$ cat src/rtl/alu_pkg.sv
`default_nettype none
// ============================================================================
//  Module      : alu_pkg
//  Description : Shared ALU types and constants for the carry-lookahead
//                adder family (4-bit leaf cells and wider CLA trees).
//  Revision    : 1.0 - initial release
// ============================================================================
package alu_pkg;

    // Width of one carry-lookahead leaf cell.
    localparam int CLA_W = 4;

    // One operand nibble of a leaf cell.
    typedef logic [CLA_W-1:0] nibble_t;

    // Group propagate/generate pair handed up to the next lookahead level.
    typedef struct {
        logic p;
        logic g;
    } pg_t;

endpackage : alu_pkg
`default_nettype wire

$ cat src/rtl/cla4_lookahead_unit.sv
`default_nettype none
// ============================================================================
//  Module      : cla4_lookahead_unit
//  Description : Two-level carry-lookahead network for a 4-bit group.
//                Every carry is a flat sum of products of the bit
//                propagate/generate terms and the carry in; no carry
//                ever feeds another carry.
//  Revision    : 1.0 - initial release
// ============================================================================
module cla4_lookahead_unit
    import alu_pkg::*;
(
    input  nibble_t    p,
    input  nibble_t    g,
    input  logic       cin,
    output logic [4:1] c,
    output logic       pg,
    output logic       gg
);

    // Flat lookahead carries, group propagate and group generate.
    always_comb begin
        c[1] = g[0]
             | (p[0] & cin);
        c[2] = g[1]
             | (p[1] & g[0])
             | (p[1] & p[0] & cin);
        c[3] = g[2]
             | (p[2] & g[1])
             | (p[2] & p[1] & g[0])
             | (p[2] & p[1] & p[0] & cin);
        c[4] = g[3]
             | (p[3] & g[2])
             | (p[3] & p[2] & g[1])
             | (p[3] & p[2] & p[1] & g[0])
             | (p[3] & p[2] & p[1] & p[0] & cin);
        pg   = p[3] & p[2] & p[1] & p[0];
        gg   = g[3]
             | (p[3] & g[2])
             | (p[3] & p[2] & g[1])
             | (p[3] & p[2] & p[1] & g[0]);
    end

endmodule : cla4_lookahead_unit
`default_nettype wire

$ cat src/rtl/cla4_adder.sv
`default_nettype none
// ============================================================================
//  Module      : cla4_adder
//  Description : 4-bit carry-lookahead adder. Zero-latency sum/carry-out,
//                group propagate/generate for cascading into wider trees,
//                and a one-cycle registered copy of the result with an
//                asynchronous active-high clear.
//  Revision    : 1.0 - initial release
// ============================================================================
module cla4_adder
    import alu_pkg::*;
#(
    parameter int WIDTH = 4
) (
    input  logic             clk,
    input  logic             rst,
    input  logic [WIDTH-1:0] a,
    input  logic [WIDTH-1:0] b,
    input  logic             cin,
    output logic [WIDTH-1:0] sum,
    output logic             cout,
    output logic             pg,
    output logic             gg,
    output logic [WIDTH-1:0] sum_q,
    output logic             cout_q
);

    // The lookahead equations only exist for a 4-bit group.
    if (WIDTH != CLA_W) begin : g_width_check
        $error("cla4_adder: WIDTH must be 4");
    end

    nibble_t    w_p;
    nibble_t    w_g;
    nibble_t    w_c;
    logic [4:1] w_carry;
    pg_t        w_grp;

    // Bit-level propagate and generate terms.
    always_comb begin
        w_p = a ^ b;
        w_g = a & b;
    end

    cla4_lookahead_unit u_lookahead (
        .p   (w_p),
        .g   (w_g),
        .cin (cin),
        .c   (w_carry),
        .pg  (w_grp.p),
        .gg  (w_grp.g)
    );

    // Carry into each bit position, then the sum bits and group outputs.
    always_comb begin
        w_c  = {w_carry[3:1], cin};
        sum  = w_p ^ w_c;
        cout = w_carry[4];
        pg   = w_grp.p;
        gg   = w_grp.g;
    end

    // Pipeline copy of the result; rst clears it immediately.
    always_ff @(posedge clk or posedge rst) begin
        if (rst) begin
            sum_q  <= '0;
            cout_q <= 1'b0;
        end else begin
            sum_q  <= sum;
            cout_q <= cout;
        end
    end

endmodule : cla4_adder
`default_nettype wire

$ cat config.mk
export PLATFORM = sky130hd
export DESIGN_NAME = cla4_adder
export DESIGN_NICKNAME = d
export VERILOG_FILES = /design/src/rtl/alu_pkg.sv /design/src/rtl/cla4_lookahead_unit.sv /design/src/rtl/cla4_adder.sv
export SDC_FILE = /design/constraint.sdc
export NUM_CORES = 1
export LEC_CHECK = 0
export ABC_AREA = 0
export ABC_CLOCK_PERIOD_IN_PS = 2400
export BUFFER_PORTS_ARGS = -buffer_cell sky130_fd_sc_hd__buf_2
export CAP_MARGIN = 30
export CORE_AREA = 2 2 39 41
export DETAILED_ROUTE_END_ITERATION = 12
export DIE_AREA = 0 0 41 43
export PLACE_DENSITY_LB_ADDON = 0.12
export SYNTH_ARGS = -nofsm -noshare
export SYNTH_HDL_FRONTEND = slang
export SYNTH_HIERARCHICAL = 1
export SYNTH_SLANG_ARGS = --single-unit
$ cat constraint.sdc
create_clock -name clk -period 2.4 [get_ports clk]
set_input_delay 0 -clock clk [delete_from_list [all_inputs] [get_ports clk]]
set_output_delay 0 -clock clk [all_outputs]
set_load 0.05 [all_outputs]
# Yosys cells after proc, flatten, opt, wreduce, memory -nomap -nowiden

Cells that the tools add are included.

Input port bits: 11
Output and inout port bits: 12
Word-level logic and storage cells: 31
Register bits: 5

Bitwise operators: 29

Operators by type and width:

| operator    | count |
|---|---|
| $and 1x1->1 | 16 |
| $or 1x1->1  | 10 |
| $xor 4x4->4 | 2 |
| $and 4x4->4 | 1 |

# Longest topological paths before layout

Gate-level depths: netlist (run 1).

Word-level depth: 6
Depth in mapped cells: 5
Mapped depth without buffers: 5

# By module

Netlist (run 1), hierarchy kept.

Modules (own cells, without submodules):

| module              | sequential area each (µm²) | area an instance (µm²) | instances | cells each |
|---|---|---|---|---|
| cla4_adder          | 125.1                      | 214.0                  | 1         | 14 |
| cla4_lookahead_unit | 0.0                        | 75.1                   | 1         | 14 |

# Worst setup path before layout (run 1)

No wires, ideal clock.

Path kind: input -> register
From: input port a[0]
To: register sum_q[2]
Stages on the path: 5
Required time: 2188 ps
Arrival time: 1503 ps
Setup slack: 685 ps
Setup time: 212 ps
Path buffers: 0
Cell sequence: ha_1 -> a21oi_2 -> inv_2 -> a21o_1 -> xor2_1

Longest elaborated chain between the ends: 5
Elaborated cells on any way between the ends: 8
Those cells by class: 8 x bitwise

Ends and longest elaborated chain:

| element                                           | line                                                 | source |
|---|---|---|
| from (decl)                                       | cla4_adder.sv:17                                     | `input logic [WIDTH-1:0] a,` |
| $and 4x4->4 / $xor 4x4->4 (equally long branches) | cla4_adder.sv:42, cla4_adder.sv:41                   |  |
| $and 1x1->1, on equally long branches             | cla4_lookahead_unit.sv:26, cla4_lookahead_unit.sv:27 |  |
| $or 1x1->1 / $and 1x1->1 (equally long branches)  | cla4_lookahead_unit.sv:26, cla4_lookahead_unit.sv:27 |  |
| $or 1x1->1 (*)                                    | cla4_lookahead_unit.sv:27                            | `\| (p[1] & p[0] & cin);` |
| named net w_carry (one bit)                       | cla4_adder.sv:36                                     | `logic [4:1] w_carry;` |
| $xor 4x4->4 (*)                                   | cla4_adder.sv:57                                     | `sum = w_p ^ w_c;` |
| named net sum[2]                                  | cla4_adder.sv:20                                     | `output logic [WIDTH-1:0] sum,` |
| to (signal assigned)                              | cla4_adder.sv:69                                     | `sum_q <= sum;` |
| to (decl)                                         | cla4_adder.sv:24                                     | `output logic [WIDTH-1:0] sum_q,` |

The timed path passes the listed nets; every way through them passes the cells marked *.

# Final worst setup path (run 1)

From: input port cin
To: output port sum[2]

Longest elaborated chain between the ends: 3

Ends and longest elaborated chain:

| element                     | line                      | source |
|---|---|---|
| from (decl)                 | cla4_adder.sv:19          | `input logic cin,` |
| $and 1x1->1                 | cla4_lookahead_unit.sv:27 |  |
| $or 1x1->1                  | cla4_lookahead_unit.sv:27 |  |
| named net w_carry (one bit) | cla4_adder.sv:36          |  |
| $xor 4x4->4                 | cla4_adder.sv:57          |  |
| to (decl)                   | cla4_adder.sv:20          |  |

The timed path passes the listed nets, and every way through them passes these cells.

==> impl_metrics.ini, run 1 <==
[sta]
slew_headroom = 0.833
rsz0062_at_grt = no
tns_ps = 0
fmax_mhz = 639
setup_viol = 0
tightest_slew_ps = 252
min_period_ps = 1560
final_hold_viol_count = 0
finalCritPeriodShare = 0.652
final-max-slew-violation-count = 0

[power_and_ir_drop]
finalPower_uw = 408
vdd_drop_max_mv = 0.189
power.density_nw_per_um2 = 877
pwr-share-clk = 0.230
p_seq_frac = 0.250
p_int_uw = 210
power_switching_uw = 198
swShare = 0.484
p_comb_frac = 0.520
leakagePower_uw = 0.000261

[clocking]
cts_tree = done
cts_buffers = 3
cts.sinks = 5
cts_root_buf = clkbuf_4
cts.hold.buffers_added = 2
path_clk_slew_ps = 40
htreeDepth = 1
postCtsSetupRepairBufs = 0
clockBufferDepth = 2
cts_resized = 0

[worst_setup_path]
startpoint_type = input pin
path_cells = dlygate4sd3_1 -> buf_2 -> a21oi_2 -> inv_2 -> a21o_1 -> xor2_1 -> buf_2
required_ps = 2400
crit_top_cell = buf_2
critPathKind = input pin to output pin
critPathCaptureType = output pin
cp_slowest_cell = dlygate4sd3_1
slowest_delay_ps = 530
crit_fanout = 3
arrival_ps = 1560

[die]
io_pins = 23
rows = 14
die_h_um = 43
coreArea_sq_um = 1380
die_area_sq_um = 1760
die_w_um = 41
start_util = 0.209

[layout]
postLayoutCoreUtil = 0.336
drive_above_1_share = 0.482
multi_input_area_sq_um = 153
fillerInstances = 147
final_cell_area_sq_um = 465
regArea_sq_um = 125
syn_to_final_growth_pct = 61.0
post_layout_nonfiller_instances = 72
num_antenna_cells = 0
finalNetCount = 72

[synth]
synthArstFlopShare = 1.00
synth_flop_cell = dfrtp_1
synth_top_area_cell = dfrtp_1
synthCells = 28
syn_avg_cell_area_sq_um = 10.3
synthTopCellsByArea = dfrtp_1, ha_1, xor2_1
seq_area_frac_synth = 0.433
syn_nets = 43
yosysMostFrequentCell = dfrtp_1
synth_edf_count = 0
synth_seq_cells = 5
yosysTopAreaCellShare = 0.433
yosysWarnings = 6
ys_types = 14
synthTopCellsByCount = dfrtp_1, ha_1, xor2_1
netlist_area_sq_um = 289

[global_routing]
grt_antenna_before_repair = 0
grt_pass1_wl_um = 897
grt_max_degree = 7
grt_overflow = 0
grt_pass1_vias = 250
grt_usage = 0.0763

[routing]
route.vias.total = 287
drt_pass1_iterations = 2
wl_per_cell_um = 8.65
wirelength_um = 623
vias_per_cell = 3.99
ant_nets = 0
first_iter_violations = 2
drc_errors = 0

[status]
status = complete, no violations

[placement]
post-dp-hpwl_um = 524
dpl_cell_area_sq_um = 419
port_buffers = 22
place_congestion = 0.647
placed_cells = 66

[flow_run]
cap_violations = 0

[hold_path]
hold_path_class = input pin to flop
## flip-flops by register name (all words and copies together), names as in the netlist
register and count:
sum_q 4, cout_q 1
## cell families (layout without fill, tap and decap cells)
kind of cell	Yosys count	count (layout)	share of synthesized area
fa+ha+maj	4	4	0.173
buf+inv	3	31	0.0390
xor+xnor	4	4	0.121
simple gates	6	6	0.0995
compound gates	6	6	0.134
flops	5	5	0.433
## routing by layer
metal / wire length [um] / track usage / up-vias
li1: - / - / 152
met1: 261 / 0.0836 / 122
met2: 303 / 0.109 / 13
met3: 58 / 0.0157 / 0
met4: 0 / 0.0800 / 0
met5: 0 / 0 / -
## cells in the final DEF (no fill, tap or decap), drive strengths merged
| cell type | instances |
|---|---|
| clkbuf | 4 |
| xor2 | 4 |
| nand2 | 1 |
| nand3 | 3 |
| nand4 | 1 |
| dlygate4sd3 | 2 |
| nor2 | 1 |
| ha | 4 |
| inv | 3 |
| o211ai | 1 |
| a21o | 1 |
| o21ai | 1 |
| dfrtp | 5 |
| a21oi | 3 |
| buf | 22 |
## power groups by stage
stage	sequential, uW	combinational [uW]	clock, uW
after floorplan	161	106	0
after CTS	102	214	99.1
after detailed placement	103	211	0
final	102	212	93.7
after global routing	103	225	103
after global placement	104	212	0
## metrics by stage
stage               hold WS [ps]  worst slack, ps
floorplan                   -221              685
global placement           -99.3             1060
detailed placement         -97.7             1050
CTS                          151              823
global route                 176              736
finish                       155              836
## worst max-delay path: cells and delay by family
family	cells	cell delay [ps]
AOI/OAI and AO/OA	2	370
buffers and inverters	4	1020
xor gates and xnor gates	1	170
## cell type report
type	instances	area share
multi-input cells	20	0.328
repair buffers	24	0.280
flip-flops and latches	5	0.269
clock buffers	4	0.0565
well taps	16	0.0430
inverters	3	0.0242
## path summary, 6_finish.rpt
| kind | startpoint | endpoint | slack [ps] | depth (start not counted) |
|---|---|---|---|---|
| min in group asynchronous | rst | sum_q[2]$_DFF_PP0_ | 200 | 3 |
| min | b[0] | sum_q[0]$_DFF_PP0_ | 160 | 3 |
| max | cin | sum[2] | 840 | 7 |
| max in group asynchronous | rst | sum_q[0]$_DFF_PP0_ | 2040 | 3 |
(Power assumes the default switching activity.)
==> inputs of run 2 (changes only) <==
Settings changed: ABC_AREA 0 to 1, ABC_CLOCK_PERIOD_IN_PS 2400 to 1600.
Clock period 2.4 ns to 1.6 ns, I/O delays scaled along.
==> run 2 against run 1 <==
  * Flip-flop and latch count is the same
  * First-iteration DRC count grew to 3.0 times the previous value
  * Utilization grew 4.9 points
  * Final cell count grew 39%
  * Sequential power grew 45%
  * Global-route usage grew 2.8 points
  * Count of clock-buffer cells in the layout is the same
  * Clock power grew 49%
  * Power grew 42%
  * Wire length grew 26%
  * Combinational power grew 37%
  * Critical path depth grew 3
  * Critical path type unchanged
  * Highest routed layer is now met4
==> impl_metrics.ini, run 2 <==
[status]
status = complete, no violations

[clocking]
clockBufferDepth = 2
cts_buffers = 3
cts.sinks = 5
cts_tree = done
cts_resized = 0
cts_root_buf = clkbuf_4
htreeDepth = 1
path_clk_slew_ps = 40
postCtsSetupRepairBufs = 0

[routing]
wl_per_cell_um = 7.86
route.vias.total = 392
drt_pass1_iterations = 3
drc_errors = 0
ant_nets = 0
vias_per_cell = 3.92
first_iter_violations = 6
wirelength_um = 786

[hold_path]
worst_hold_startpoint = cin
hold_path_class = input pin to flop
min_path_cells = 3
whs_endpoint = sum_q[0]$_DFF_PP0_

[layout]
finalNetCount = 100
top_register = sum_q
largest_reg_flops = 4
final_common_cell = nand2_1
num_antenna_cells = 0
reg_top3 = sum_q: 4 flops, cout_q: 1 flops
post_layout_nonfiller_instances = 100
final_cell_mix = nand2_1, buf_2, inv_1, dfrtp_1
drive_above_1_share = 0.321
syn_to_final_growth_pct = 45.4

[synth]
synth_compound_gate_area_share = 0
seq_area_frac_synth = 0.341
syn_nets = 72
synth_top_family_by_area = simple AND/OR/NAND/NOR gates
yosysTopAreaCellShare = 0.341
synthTopCellsByArea = dfrtp_1, nand2_1, inv_1
ys_types = 9
yosysWarnings = 6
synth_edf_count = 0
synthCells = 57
netlist_area_sq_um = 367
synthAdderAreaFrac = 0.137
synthArstFlopShare = 1.00
synth_seq_cells = 5
synth_top_area_cell = dfrtp_1
syn_avg_cell_area_sq_um = 6.43
muxShareOfSynthArea = 0
synth_flop_cell = dfrtp_1
synthTopCellsByCount = nand2_1, inv_1, dfrtp_1
yosysMostFrequentCell = nand2_1
synth-simple-area-share = 0.379
synth_xor_area_frac = 0

[sta]
setup_viol = 0
final-max-slew-violation-count = 0
final_hold_viol_count = 0
layout_setup_ws_ps = 370
rsz0062_at_grt = no
fmax_mhz = 813
finalCritPeriodShare = 0.769
min_period_ps = 1230
slew_headroom = 0.834
tightest_slew_ps = 250
tns_ps = 0

[worst_setup_path]
startpoint_type = input pin
critPathCaptureType = output pin
crit_fanout = 5
required_ps = 1600
critPathKind = input pin to output pin
arrival_ps = 1230

[placement]
port_buffers = 22
preCtsSetupSlack_ps = 361
post-dp-hpwl_um = 680
placed_cells = 95
place_congestion = 0.774

[global_routing]
grt_pass1_wl_um = 1260
grt_overflow = 0
grt_usage = 0.105
grt_pass1_vias = 321
grt_antenna_before_repair = 0
grt_max_degree = 7

[die]
die_w_um = 41
die_area_sq_um = 1760
die_h_um = 43
coreArea_sq_um = 1380
io_pins = 23
rows = 14
start_util = 0.265

[power_and_ir_drop]
leakagePower_uw = 0.000353
power.density_nw_per_um2 = 1080
vdd_drop_max_mv = 0.250

[flow_run]
cap_violations = 0
==> run 2: worst max path at each step <==
stage	startpoint	endpoint	slack [ps]	depth (start not counted)
after floorplan	a[2]	pg	10	3
after CTS	a[2]	sum[3]	370	10
after global placement	a[2]	sum[3]	390	10
after detailed placement	a[2]	sum[3]	360	10
after global routing	a[2]	sum[3]	270	10
final	a[1]	sum[3]	370	10
==> run 2: routing by layer <==
layer | global-route usage | share of wire | wire, um
met1 | 0.129 | 0.43 | 340
met5 | 0 | 0 | 0
met2 | 0.153 | 0.48 | 374
met4 | 0.0800 | 0.015 | 12
met3 | 0.0157 | 0.074 | 58
==> run 2: power by group <==
group,leakage [uW],internal (uW),switching (uW),total (uW)
Combinational,0.000278,67.6,222,290
Clock,0.0000150,93.9,46.0,140
Sequential,0.0000599,145,3.28,148
==> run 2: cell type report <==
class                   instances  area, sq um
inverters                      14         52.6
multi-input cells              38          189
flip-flops and latches          5          125
clock buffers                   4         26.3
repair buffers                 23          120
well taps                      16         20.0
fillers                       156          851
==> run 2: metrics by stage <==
stage	hold WS, ps	cell area [sq um]	util	power [uW]
after floorplan	-221	367	-	374
after global placement	-97.0	497	0.359	439
after detailed placement	-94.8	497	0.359	441
after CTS	51.9	533	0.385	589
after global routing	78.8	533	0.385	618
final	53.4	533	0.385	578
==> run 2: worst max-delay path: stages <==
cell and delay (ps):
buf_2 100, ha_1 370, nand2_2 130, nor2_1 40, nor2_1 80, nand2_1 80
inv_1 60, nand2_1 40, nand2_1 70, buf_2 260
==> run 2: cell families after synthesis <==
logic type	count (synthesis)
AND/OR/NAND/NOR	34
buffers and inverters	14
flip-flops	5
adder cells (fa/ha/maj)	4
==> run 2: what timing repair did <==
| action | in CTS | in global routing |
|---|---|---|
| hold buffers | 1 | 0 |
| endpoints found under the hold margin | 5 | 0 |
| endpoints found under the setup margin | 0 | 0 |
